$ cat config.mk
export PLATFORM = sky130hd
export DESIGN_NAME = display_scan
export DESIGN_NICKNAME = d
export VERILOG_FILES = /design/src/rtl/display_pkg.sv /design/src/rtl/display_tick.sv /design/src/rtl/display_scan.sv
export SDC_FILE = /design/constraint.sdc
export NUM_CORES = 1
export LEC_CHECK = 0
export CORE_ASPECT_RATIO = 0.75
export CORE_MARGIN = 1.5
export CORE_UTILIZATION = 51
export DETAILED_ROUTE_END_ITERATION = 7
export PLACE_DENSITY = 0.76
export SYNTH_ARGS = -nofsm -noshare
export SYNTH_HDL_FRONTEND = slang
export SYNTH_HIERARCHICAL = 1
export SYNTH_SLANG_ARGS = --single-unit
$ cat constraint.sdc
create_clock -name Clock -period 2.2 [get_ports Clock]
set_input_delay 0.44 -clock Clock [delete_from_list [all_inputs] [get_ports Clock]]
set_output_delay 0.44 -clock Clock [all_outputs]
set_load 0.01 [all_outputs]
$ cat src/rtl/display_pkg.sv
// Shared constants and types for the four-digit multiplexed display scanner.
package display_pkg;

  localparam int NUM_DIGITS = 4;
  localparam int NIBBLE_W   = 4;

  typedef logic [1:0] digit_idx_t;

  localparam digit_idx_t                LAST_IDX   = 2'd3;
  localparam logic [NUM_DIGITS-1:0]     AN_RST     = 4'b1111;
  localparam logic [NIBBLE_W-1:0]       DIGITO_RST = 4'h0;

  // Active-low one-hot enable for the selected digit.
  function automatic logic [NUM_DIGITS-1:0] an_onehot_low(input digit_idx_t idx);
    return ~(NUM_DIGITS'(1) << idx);
  endfunction

endpackage

$ cat src/rtl/display_tick.sv
// Digit-slot prescaler: counts 0..PRESCALE-1 and pulses tick_o on the last count.
module display_tick #(
  parameter int PRESCALE = 50000
) (
  input  logic clk_i,
  input  logic rst_ni,
  output logic tick_o
);

  localparam int                CNT_W = $clog2(PRESCALE);
  localparam logic [CNT_W-1:0]  LAST  = CNT_W'(PRESCALE - 1);

  logic [CNT_W-1:0] cnt_q, cnt_d;

  assign tick_o = (cnt_q == LAST);
  assign cnt_d  = tick_o ? '0 : cnt_q + CNT_W'(1);

  always_ff @(posedge clk_i or negedge rst_ni) begin
    if (!rst_ni) cnt_q <= '0;
    else         cnt_q <= cnt_d;
  end

endmodule

$ cat src/rtl/display_scan.sv
// Four-digit multiplexed display scanner with frame-synchronous shadow update.
// Optional leading-zero blanking is enabled by defining LEADING_ZERO_BLANK_EN.
module display_scan
  import display_pkg::*;
#(
  parameter int PRESCALE = 50000
) (
  input  logic        Clock,
  input  logic        Resetn,
  input  logic [15:0] valor,
  input  logic        carga,
  output logic        pronto,
  output logic [3:0]  digito,
  output logic [3:0]  an,
  output logic        apagado
);

  logic                  tick;
  logic                  boundary;
  digit_idx_t            idx_q, idx_d;
  logic [15:0]           shadow_q, shadow_d;
  logic [15:0]           pend_val_q, pend_val_d;
  logic                  pend_q, pend_d;
  logic                  pronto_q, pronto_d;
  logic [NIBBLE_W-1:0]   digito_q, digito_d;
  logic [NUM_DIGITS-1:0] an_q, an_d;
  logic                  apagado_q, apagado_d;
  logic                  blank_d;
  logic [NIBBLE_W-1:0]   nib [NUM_DIGITS];

  display_tick #(.PRESCALE(PRESCALE)) u_tick (
    .clk_i  (Clock),
    .rst_ni (Resetn),
    .tick_o (tick)
  );

  assign boundary = tick && (idx_q == LAST_IDX);

  // Shadow only moves at the frame boundary, so a frame is never torn.
  always_comb begin
    idx_d      = tick ? idx_q + 2'd1 : idx_q;
    shadow_d   = shadow_q;
    pend_val_d = pend_val_q;
    pend_d     = pend_q;
    if (boundary) begin
      if (carga)       shadow_d = valor;
      else if (pend_q) shadow_d = pend_val_q;
      pend_d = 1'b0;
    end else if (carga) begin
      pend_val_d = valor;
      pend_d     = 1'b1;
    end
  end

  for (genvar gi = 0; gi < NUM_DIGITS; gi++) begin : g_nib
    assign nib[gi] = shadow_d[gi*NIBBLE_W +: NIBBLE_W];
  end

`ifdef LEADING_ZERO_BLANK_EN
  logic [NUM_DIGITS-1:0] upper_zero;
  for (genvar gi = 0; gi < NUM_DIGITS; gi++) begin : g_uz
    assign upper_zero[gi] = (shadow_d[NUM_DIGITS*NIBBLE_W-1 : gi*NIBBLE_W] == '0);
  end
  assign blank_d = (idx_d != '0) && upper_zero[idx_d];
`else
  assign blank_d = 1'b0;
`endif

  always_comb begin
    pronto_d  = !pend_d;
    digito_d  = digito_q;
    an_d      = an_q;
    apagado_d = apagado_q;
    if (tick) begin
      digito_d  = nib[idx_d];
      an_d      = blank_d ? AN_RST : an_onehot_low(idx_d);
      apagado_d = blank_d;
    end
  end

  always_ff @(posedge Clock or negedge Resetn) begin
    if (!Resetn) begin
      idx_q      <= '0;
      shadow_q   <= '0;
      pend_val_q <= '0;
      pend_q     <= 1'b0;
      pronto_q   <= 1'b1;
      digito_q   <= DIGITO_RST;
      an_q       <= AN_RST;
      apagado_q  <= 1'b0;
    end else begin
      idx_q      <= idx_d;
      shadow_q   <= shadow_d;
      pend_val_q <= pend_val_d;
      pend_q     <= pend_d;
      pronto_q   <= pronto_d;
      digito_q   <= digito_d;
      an_q       <= an_d;
      apagado_q  <= apagado_d;
    end
  end

  assign pronto  = pronto_q;
  assign digito  = digito_q;
  assign an      = an_q;
  assign apagado = apagado_q;

endmodule
==> results.md, run 1 <==
* H-tree depth at 3
* Hpwl dp at approximately 5 mm
* Routed wl met2 at 3.12 mm
* Die H at approximately 68 um
* DRT Wirelength at between 7 and 8 mm
* Leak at around 1.7 nW
* Global-route wire length before repair at roughly 11 mm
* Commonest non-fill, non-tap cell in the layout: dfrtp_1
* Synth Register Bits at 60
* WS Path Type: reg2reg
* IO Pins at 29
* CTS Buf Count at 9
* Worst hold slack at approximately 16 ps
* Sw Ratio at a little under a quarter
* Finished Cell Area at between 0.003 and 0.004 mm^2
* Largest family of logic cells by synthesized area: simple AND/OR/NAND/NOR gates
* FF/Latch Area at 0.00151 mm^2
* Setup Viol. Count Final at 0
* Slew Viols, Final at 0
* Internal power at 1.65 mW
* Die ar. at about 0.0060 mm^2
* Top sig layer: met4
* Synth Area in Adders at less than 1%
* Port Buffers at 27
* Drc violations at 0
* Part of the power in the clock network at between 30 and 40%
* Total Power at ~2.2 mW
* Worst Hold Class: in2async
* Synthesis-to-finish area growth at 31.2%
* Via/cell ratio at about 5.7
* Syn Area/Cell at ~11 um^2
* Layout cells sized above 1 at roughly a quarter
* CP Data Required Time at about 2400 ps
* Clock slew at reported path FFs at around 70 ps
* Fin nets at between 300 and 400
* Syn nets at 292
* Vias in the first global route at approximately 2200
* CORE AREA at about 0.0054 mm^2
* Complex-gate fraction of the synthesized area at 13.7%
* Commonest cells after routing, fill and taps aside: 55 x dfrtp_1, 37 x buf_4, 32 x nor2_1
* Worst Skew at 7.28 ps
* Critical Path End Type: flop
* Initial antenna violation count at 0
* Clock buffer depth at 2
* Placement-stage worst setup slack at -111 ps
* CTS tree: yes
* Ys flop type: dfrtp_1
* Comb pwr share at 6.7%
* Routed length on met3 at approximately 650 um
* Worst rel slew slack at between 50 and 60%
* Synthesis Warnings at 6
* NetSw at about 500 uW
* GRT Total Usage at between 20% and 30%
* Routed wire length per instance at about 17 um
* Simple-Gate Fraction of Synth Area at 18.3%
* FFs w/ async S/R, synth at 100%
* Xor and xnor area share after synthesis at 4.00%
* Fmax achieved at 463 MHz
* Multi-input logic area at roughly 0.0013 mm^2
* Chip width at a little under 90 um
* Placed cell areas at between 0.003 and 0.004 mm^2
* Cell Rows at 23
* Distinct cells, synth at 55
* Mux share of post-synthesis cell area at a little over 5%
* PD cells at a little under 600 mW/mm^2
* Worst Slack Setup Final at about 42 ps
* Critical path arrival at roughly 2400 ps
* Largest net degree at the start of global routing at 25
* Clock sinks at 60
* DR iter-0 viols at between 150 and 200
* Peak VDD IR at 0.470 mV
* Worst-margin pin slew at ~670 ps
* Max cap viols at 0
* Initial DRT Pass Iterations at 5
* Part of the cycle the worst path needs at between 90% and 100%
* Ant diodes at 0
* Vias at between 2000 and 2500
* Mapped Cells at between 200 and 300
* Crit Path Max Fanout at 13
* Routed length on met1 at between 3 and 4 mm
* Congestion Overflow GR at 0
* Final ANT Viol Nets at 0
* Sequential share of the synthesized area at around 53%
* Mapped Area at between 0.002 and 0.003 mm^2
* Final hold viol count at 0
* Clk_lat worst skew at roughly 350 ps
* Starting density of the core at a little over half
* Seq pwr share at a little over half
* Clock root cell: clkbuf_8
* Fillers at 400
* Status: completed
* Post-synth EDFFs at 0
* Fin crit period at about 2200 ps
* Gpl congestion at between 0.8 and 0.9
* CP Launch Type: flop
## worst paths after layout
check / cells past startpoint / slack (ps) / startpoint / end
max in group asynchronous: 2 / 1500 / Resetn / u_tick/cnt_q[4]
worst max register to register: 9 / 40 / u_tick/cnt_q[0] / digito[3]
worst min-delay path: 1 / 20 / Resetn / digito[2]
min in group Clock: 1 / 480 / pend_val_q[1] / pend_val_q[1]
worst max-delay path: 9 / 40 / u_tick/cnt_q[0] / digito[3]
worst min register to register: 1 / 480 / pend_val_q[1] / pend_val_q[1]
## power groups by stage
stage	clock [mW]	sequential, mW	combinational, mW
final	0.848	1.16	0.144
after global routing	0.913	1.16	0.158
after CTS	0.863	1.16	0.143
after detailed placement	0	1.18	0.141
after global placement	0	1.18	0.138
after floorplan	0	1.17	0.0592
## synthesized netlist by cell type (2+ instances only)
cell type / n / area, um^2
dfrtp_1: 55 / 1380
nor2_1: 35 / 131
a21oi_1: 12 / 60.1
mux2_1: 12 / 135
nand2_1: 11 / 41.3
o22ai_1: 11 / 68.8
inv_1: 10 / 37.5
xor2_1: 9 / 78.8
buf_2: 7 / 35.0
a31oi_1: 6 / 37.5
nand2b_1: 6 / 37.5
nand4_1: 6 / 37.5
o21ai_0: 6 / 30.0
a2bb2oi_1: 5 / 43.8
dfstp_2: 5 / 131
nand3_1: 5 / 25.0
and4_1: 4 / 35.0
clkbuf_1: 4 / 15.0
nand4b_1: 4 / 35.0
nor3_1: 4 / 20.0
o21ai_1: 4 / 20.0
xnor2_1: 4 / 35.0
and2_1: 3 / 18.8
buf_4: 3 / 22.5
or3_1: 3 / 18.8
a221oi_1: 2 / 17.5
and3_1: 2 / 12.5
buf_6: 2 / 22.5
ha_1: 2 / 25.0
nor3b_1: 2 / 15.0
o22a_1: 2 / 17.5
or2_1: 2 / 12.5
## registers in the layout, summed over array words and instances, names as in the netlist
name and flops:
pend_q 1, pronto 1, pend_val_q 16, an 4, idx_q 2, u_tick/cnt_q 16
digito 4, shadow_q 16
## stage by stage
| stage | instances | TNS (ps) | utilization, % |
|---|---|---|---|
| after floorplan | 271 | -108 | - |
| after global placement | 397 | -62.3 | 64.4 |
| after detailed placement | 397 | -184 | 64.4 |
| after CTS | 413 | 0 | 68.1 |
| after global routing | 414 | -1.66 | 69.8 |
| final | 414 | 0 | 69.8 |
## worst max-delay path, cell delays in order, from the launching register on
cell      delay (ps)
dfrtp_1          400
ha_2             200
and3_4           190
and4_4           190
buf_8            150
buf_12           140
and3b_2          230
nor2_4           150
o211ai_1         100
o32a_1           290
## cells by family after synthesis
group                    after synthesis
AND/OR/NAND/NOR                       96
flip-flops                            60
AO/OA/AOI/OAI                         58
buffers and inverters                 28
XOR/XNOR                              13
multiplexers                          13
adder cells (fa/ha/maj)                2
other                                  1
## per-layer routing
layer	vias up	global-route usage [%]
li1	1093	-
met2	122	35.2
met1	1132	35.6
met5	-	0
met3	16	9.66
met4	0	8.27
## final cells by class
class	count	share of cell area, %
well taps	75	2.51
repair buffers	69	16.6
inverters	11	1.11
flip-flops and latches	60	40.4
clock inverters	2	0.268
multi-input cells	183	35.0
clock buffers	14	4.09
## what timing repair did
item,4_1_cts,5_1_grt
pin swaps,0,5
resized for setup,11,19
cloned,0,0
hold buffers,0,0
setup endpoints to repair,14,16
endpoints found under the hold margin,0,0
setup buffers,0,1
Note: power is estimated with default switching activity, not from simulation.
==> inputs of run 2 (changes only) <==
--- a/config.mk
+++ b/config.mk
@@ -7,10 +7,12 @@
 export LEC_CHECK = 0
 export CORE_ASPECT_RATIO = 0.75
 export CORE_MARGIN = 1.5
-export CORE_UTILIZATION = 51
+export CORE_UTILIZATION = 53
+export CTS_BUF_LIST = sky130_fd_sc_hd__clkbuf_8
 export DETAILED_ROUTE_END_ITERATION = 7
-export PLACE_DENSITY = 0.76
+export PLACE_DENSITY = 0.78
 export SYNTH_ARGS = -nofsm -noshare
 export SYNTH_HDL_FRONTEND = slang
 export SYNTH_HIERARCHICAL = 1
 export SYNTH_SLANG_ARGS = --single-unit
+export TNS_END_PERCENT = 10
==> run 2 against run 1 <==
  * The run now ends with setup timing left
  * Critical path depth is 1 lower
  * Clock skew increased by 2.0 ps
  * Routed wire length grew 7.6%
  * Clock-buffer cell count decreased by 5
  * First-iteration DRC count up 77%
  * Cell count is 1.9% higher
  * Non-clock buffer count rose by 11
  * Combinational power is 7% higher
  * Core utilization rose by 5.3 points
  * Largest cell class unchanged
==> results.md, run 2 (same netlist as run 1, synthesis figures left out) <==
* Status: finished with violations
* Failing checks: setup timing
* CTS tree: yes
* CP Launch Type: flop
* Crit-path max cell delay at 410 ps (about the same)
* Part of the power in the clock network at 37.9% (-1.5 points)
* Largest regs: pend_val_q x16, shadow_q x16, u_tick/cnt_q x16
* Synthesis-to-finish area growth at 32.9%
* Routed length on met1 at 3.44 mm (+7.9%)
* Gpl congestion at 0.841 (+1.7%)
* Routed wire length per instance at 18.1 um (+5.6%)
* Vias at 2487 (+5.2%)
* Initial DRT Pass Iterations at 6 (+1)
* Internal power at 1.60 mW (-2.9%)
* Worst r2r path cells at 8 (-1)
* R2R Setup Slk at -40 ps (-80 ps)
* Worst-path cell chain: nor4b_2, and4_4, and2_4, buf_4, o22ai_1, a21oi_1, o21ai_1, a41oi_2
* Fin nets at 366 (+3.1%)
* Initial antenna violation count at 0 (unchanged)
* Drc violations at 0 (unchanged)
* Post-Layout Cell Count at 422 (+1.9%)
* Critical R2R Capture: digito[2]
* Clock sinks at 60 (unchanged)
* Comb pwr share at 7.3% (+0.6 points)
* H-tree depth at 3 (unchanged)
* Hpwl dp at 4.98 mm (+1.2%)
* Setup_tns at -110 ps (-110 ps)
* Worst path slowest cell: dfrtp_1
* CORE AREA at 0.00504 mm^2 (-5.9%)
* CTS Buf Count at 9 (unchanged)
* Largest net degree at the start of global routing at 33 (+32%)
* Leak at 1.70 nW (+2.7%)
* Worst Skew at 9.32 ps (+2.04 ps)
* Clock slew at reported path FFs at 60 ps (about the same)
* Top sig layer: met4
* PD cells at 559 mW/mm^2 (-3.0%)
* Cell Rows at 22 (-4.3%)
* Clock root cell: clkbuf_8
* RSZ-0062 raised after global routing: yes
* Final hold viol count at 0 (unchanged)
* Routed wl met2 at 3.31 mm (+6.0%)
* Routed length on met3 at 647 um (-1.1%)
* Port Buffers at 27 (unchanged)
* Peak VDD IR at 0.393 mV (-16%)
* GRT Total Usage at 26.7% (+1.6 points)
* Via/cell ratio at 5.89 (+3.3%)
* WS Path Type: reg2reg
* DRT Wirelength at 7.62 mm (+7.6%)
* Fmax achieved at 447 MHz (-3.6%)
* Congestion Overflow GR at 0 (unchanged)
* Clock buffer depth at 2 (unchanged)
* Worst hold slack at 9.87 ps (-6.20 ps)
* Part of the cycle the worst path needs at 102% (+3.7 points)
* Placed cell areas at 0.00346 mm^2 (+0.40%)
* Fin crit period at 2240 ps (+80.9 ps)
* Final Core Density at 75.1% (+5.3 points)
* Hold-fix buffers, CTS at 0 (unchanged)
* Final ANT Viol Nets at 0 (unchanged)
* Worst r2r src: u_tick/cnt_q[5]
* Commonest cells after routing, fill and taps aside: 55 x dfrtp_1, 49 x buf_4, 34 x nor2_1
* Max cap viols at 0 (unchanged)
* Chip width at 87.6 um (-1.8%)
* Commonest non-fill, non-tap cell in the layout: dfrtp_1
* Placement-stage worst setup slack at -117 ps (-6.06 ps)
* Worst Slack Setup Final at -38.9 ps (-80.9 ps)
* Sw Ratio at 24.1% (+0.83 points)
* Setup Viol. Count Final at 3 (+3)
* Die H at 66.5 um (-1.8%)
* Slew Viols, Final at 0 (unchanged)
* NetSw at 509 uW (+1.7%)
* Clk_lat worst skew at 350 ps (about the same)
* Layout cells sized above 1 at 27.1% (+1.2 points)
* Global-route wire length before repair at 11.3 mm (+4.1%)
* IO Pins at 29 (unchanged)
* CP Data Required Time at 2470 ps (+30 ps)
* Critical path arrival at 2500 ps (+110 ps)
* Ant diodes at 0 (unchanged)
* Critical Path End Type: flop
* Fillers at 333 (-17%)
* Worst Hold Class: in2async
* Cell total after placement at 398 (+0.25%)
* Vias in the first global route at 2228 (+2.9%)
* Finished Cell Area at 0.00378 mm^2 (+1.3%)
* Crit Path Max Fanout at 7 (-6)
* Die ar. at 0.00582 mm^2 (-3.6%)
* DR iter-0 viols at 326 (+77%)
* Starting density of the core at 56.5% (+3.3 points)
* Total Power at 2.11 mW (-1.8%)
* Seq pwr share at 54.8% (+0.9 points)
==> run 2: cell types whose count changed in the layout (fill, tap and decap cells not counted), moves of 2 or more <==
cell | before | now
nor2_1 | 32 | 34
clkbuf_1 | 4 | 0
nor2_4 | 2 | 0
inv_1 | 10 | 14
buf_4 | 37 | 49
==> run 2: what timing repair did <==
item	CTS	global route
setup endpoints to repair	4	13
endpoints found under the hold margin	0	0
resized for setup	9	13
setup buffers	0	7
gates cloned	0	1
pin swaps	1	10
==> run 2: worst max path at each step <==
| stage | start | endpoint | depth (start not counted) |
|---|---|---|---|
| after floorplan | u_tick/cnt_q[0] | digito[3] | 11 |
| after global placement | u_tick/cnt_q[7] | digito[3] | 7 |
| final | u_tick/cnt_q[5] | digito[2] | 8 |
| after detailed placement | u_tick/cnt_q[7] | digito[3] | 7 |
| after CTS | u_tick/cnt_q[0] | digito[2] | 10 |
| after global routing | u_tick/cnt_q[5] | digito[2] | 8 |
==> run 2: cell type report <==
cell class              instances  area [um^2]  share of cell area (%)
clock buffers                   9          124                    3.27
clock inverters                 7         30.0                   0.794
inverters                      11         41.3                    1.09
multi-input cells             183         1280                    34.0
flip-flops and latches         60         1510                    39.9
well taps                      72         90.1                    2.38
repair buffers                 80          704                    18.6
==> run 2: routing by layer <==
layer | track usage [%] | vias to the layer above
met2 | 38.6 | 136
met5 | 0 | -
met4 | 7.34 | 0
met3 | 8.55 | 30
met1 | 38.7 | 1203
li1 | - | 1118
==> run 2: power by group through the flow <==
stage,clock network (mW),logic (mW),registers [mW]
detailed placement,0,0.147,1.18
global placement,0,0.145,1.17
floorplan,0,0.0586,1.17
CTS,0.805,0.148,1.16
finish,0.801,0.154,1.16
global route,0.863,0.166,1.16
==> run 2: critical path: cells and delay by family, from the launching register on <==
kind / cells / cell delay [ps]
flops: 1 / 410
simple gates: 3 / 940
buf+inv: 1 / 140
compound gates: 4 / 660
==> inputs of run 3 (changes only) <==
--- a/config.mk
+++ b/config.mk
@@ -5,11 +5,13 @@
 export SDC_FILE = /design/constraint.sdc
 export NUM_CORES = 1
 export LEC_CHECK = 0
+export CAP_MARGIN = 30
 export CORE_ASPECT_RATIO = 0.75
 export CORE_MARGIN = 1.5
 export CORE_UTILIZATION = 53
 export CTS_BUF_LIST = sky130_fd_sc_hd__clkbuf_8
 export DETAILED_ROUTE_END_ITERATION = 7
+export HOLD_SLACK_MARGIN = 0.02
 export PLACE_DENSITY = 0.78
 export SYNTH_ARGS = -nofsm -noshare
 export SYNTH_HDL_FRONTEND = slang
==> run 3 against run 2 <==
  * The run still ends with setup timing left
  * Core utilization is 0.20 points higher
  * Clock power is 0.5% lower
  * Clock-buffer cell count stayed put
  * Total power is 0.13% lower
==> results.md, run 3 (same netlist as run 1, synthesis figures left out) <==
* Finished Cell Area at 0.00379 mm^2 (+0.26%)
* CP Launch Type: flop
* Ant diodes at 0 (unchanged)
* H-tree depth at 3 (unchanged)
* Commonest cells after routing, fill and taps aside: 55 x dfrtp_1, 49 x buf_4, 34 x nor2_1
* Fmax achieved at 445 MHz (-0.46%)
* Largest regs: pend_val_q x16, shadow_q x16, u_tick/cnt_q x16
* Worst Slack Setup Final at -49.3 ps (-10.4 ps)
* Setup_tns at -119 ps (-9.33 ps)
* Commonest non-fill, non-tap cell in the layout: dfrtp_1
* Crit Path Max Fanout at 6 (-1)
* RSZ-0062 raised after global routing: yes
* Peak VDD IR at 0.393 mV (about the same)
* Starting density of the core at 56.5% (unchanged)
* Fin crit period at 2250 ps (+10.4 ps)
* Fin nets at 367 (+0.27%)
* WS Path Type: reg2reg
* Placed cell areas at 0.00346 mm^2 (unchanged)
* Vias in the first global route at 2234 (+0.27%)
* Port Buffers at 27 (unchanged)
* Hpwl dp at 4.98 mm (unchanged)
* Via/cell ratio at 5.84 (-0.96%)
* Critical path arrival at 2510 ps (about the same)
* Routed wire length per instance at 17.9 um (-0.90%)
* Chip width at 87.6 um (unchanged)
* Clock root cell: clkbuf_8
* DR iter-0 viols at 290 (-11%)
* Clock buffer depth at 2 (unchanged)
* Fillers at 333 (unchanged)
* Synthesis-to-finish area growth at 33.2%
* Largest net degree at the start of global routing at 33 (unchanged)
* Slew Viols, Final at 0 (unchanged)
* Part of the cycle the worst path needs at 102% (+0.47 points)
* CTS tree: yes
* Worst Hold Class: reg2reg
* Initial DRT Pass Iterations at 6 (unchanged)
* Initial antenna violation count at 0 (unchanged)
* Leak at 1.71 nW (+0.25%)
* Failing checks: setup timing
* Clk_lat worst skew at 340 ps (about the same)
* Final ANT Viol Nets at 0 (unchanged)
* Final hold viol count at 0 (unchanged)
* Congestion Overflow GR at 0 (unchanged)
* Setup Viol. Count Final at 3 (unchanged)
* CP Data Required Time at 2460 ps (about the same)
* CORE AREA at 0.00504 mm^2 (unchanged)
* Status: finished with violations
* PD cells at 556 mW/mm^2 (-0.39%)
* Clock slew at reported path FFs at 60 ps (about the same)
* Layout cells sized above 1 at 27.1% (-0.077 points)
* Worst Skew at 8.13 ps (-1.19 ps)
* Gpl congestion at 0.841 (unchanged)
* Die ar. at 0.00582 mm^2 (unchanged)
* Critical Path End Type: flop
* Final Core Density at 75.3% (+0.20 points)
* Cell Rows at 22 (unchanged)
* Drc violations at 0 (unchanged)
* Clock sinks at 60 (unchanged)
* IO Pins at 29 (unchanged)
* Die H at 66.5 um (unchanged)
* DRT Wirelength at 7.57 mm (-0.67%)
* GRT Total Usage at 26.7% (unchanged)
* CTS Buf Count at 9 (unchanged)
* Max cap viols at 0 (unchanged)
* Vias at 2469 (-0.72%)
* Global-route wire length before repair at 11.3 mm (about the same)
run 3: cell count changes in the layout (fill, tap and decap cells not counted), sizes merged:
cell | before | now
dlygate4sd3 | 0 | 1
run 3: worst paths after layout:
kind / cells after the start / slack, ps / from / to
worst max-delay path: 9 / -50 / u_tick/cnt_q[5] / digito[0]
worst min-delay path: 1 / 480 / pend_val_q[1] / pend_val_q[1]
worst max register to register: 9 / -50 / u_tick/cnt_q[5] / digito[0]
worst min register to register: 1 / 480 / pend_val_q[1] / pend_val_q[1]
max in group asynchronous: 3 / 1090 / Resetn / pronto
min in group asynchronous: 2 / 560 / Resetn / digito[1]
run 3: what timing repair did:
item | CTS | global route
hold buffers | 1 | 0
setup endpoints to repair | 4 | 13
pin swaps | 1 | 10
hold endpoints to repair | 10 | 0
resized for setup | 9 | 13
gates cloned | 0 | 1
setup buffers | 0 | 7
run 3: per-layer routing:
metal  global-route usage (%)  vias to the layer above  routed length, um  share of wire, %
li1                         -                     1121                  -                 -
met1                     38.7                     1216               3490                46
met2                     38.6                      112               3350                44
met3                     8.55                       20                545               7.2
met4                     7.34                        0                182               2.4
met5                        0                        -                  0                 0
run 3: area by class of cell:
type / count / area, um^2 / area share (%)
clock inverter: 7 / 30.0 / 0.792
clock buffer: 9 / 124 / 3.27
tap: 72 / 90.1 / 2.38
multi-input combinational: 183 / 1280 / 33.9
timing repair buffer: 81 / 714 / 18.8
inverter: 11 / 41.3 / 1.09
sequential: 60 / 1510 / 39.8
run 3: report_power, final:
group / switching (mW) / internal, mW
Sequential: 0.0175 / 1.14
Combinational: 0.0757 / 0.0790
Clock: 0.412 / 0.385
run 3: through the flow:
stage | hold WS (ps) | power, mW | setup WS [ps] | cells
2_1_floorplan | 144 | 1.23 | -88.7 | 271
3_3_place_gp | 379 | 1.32 | -118 | 398
3_5_place_dp | 377 | 1.32 | -117 | 398
4_1_cts | 480 | 2.11 | 9.20 | 415
5_1_grt | 502 | 2.19 | -101 | 423
6_report | 476 | 2.11 | -49.3 | 423
run 3: critical path, stage by stage, from the launching register on:
cell and delay (ps):
dfrtp_1 410, nor4b_2 340, and4_4 380, buf_4 190
nand4_1 140, a21oi_2 200, a221oi_2 50, buf_4 160
a2bb2oi_1 140, a31oi_1 170
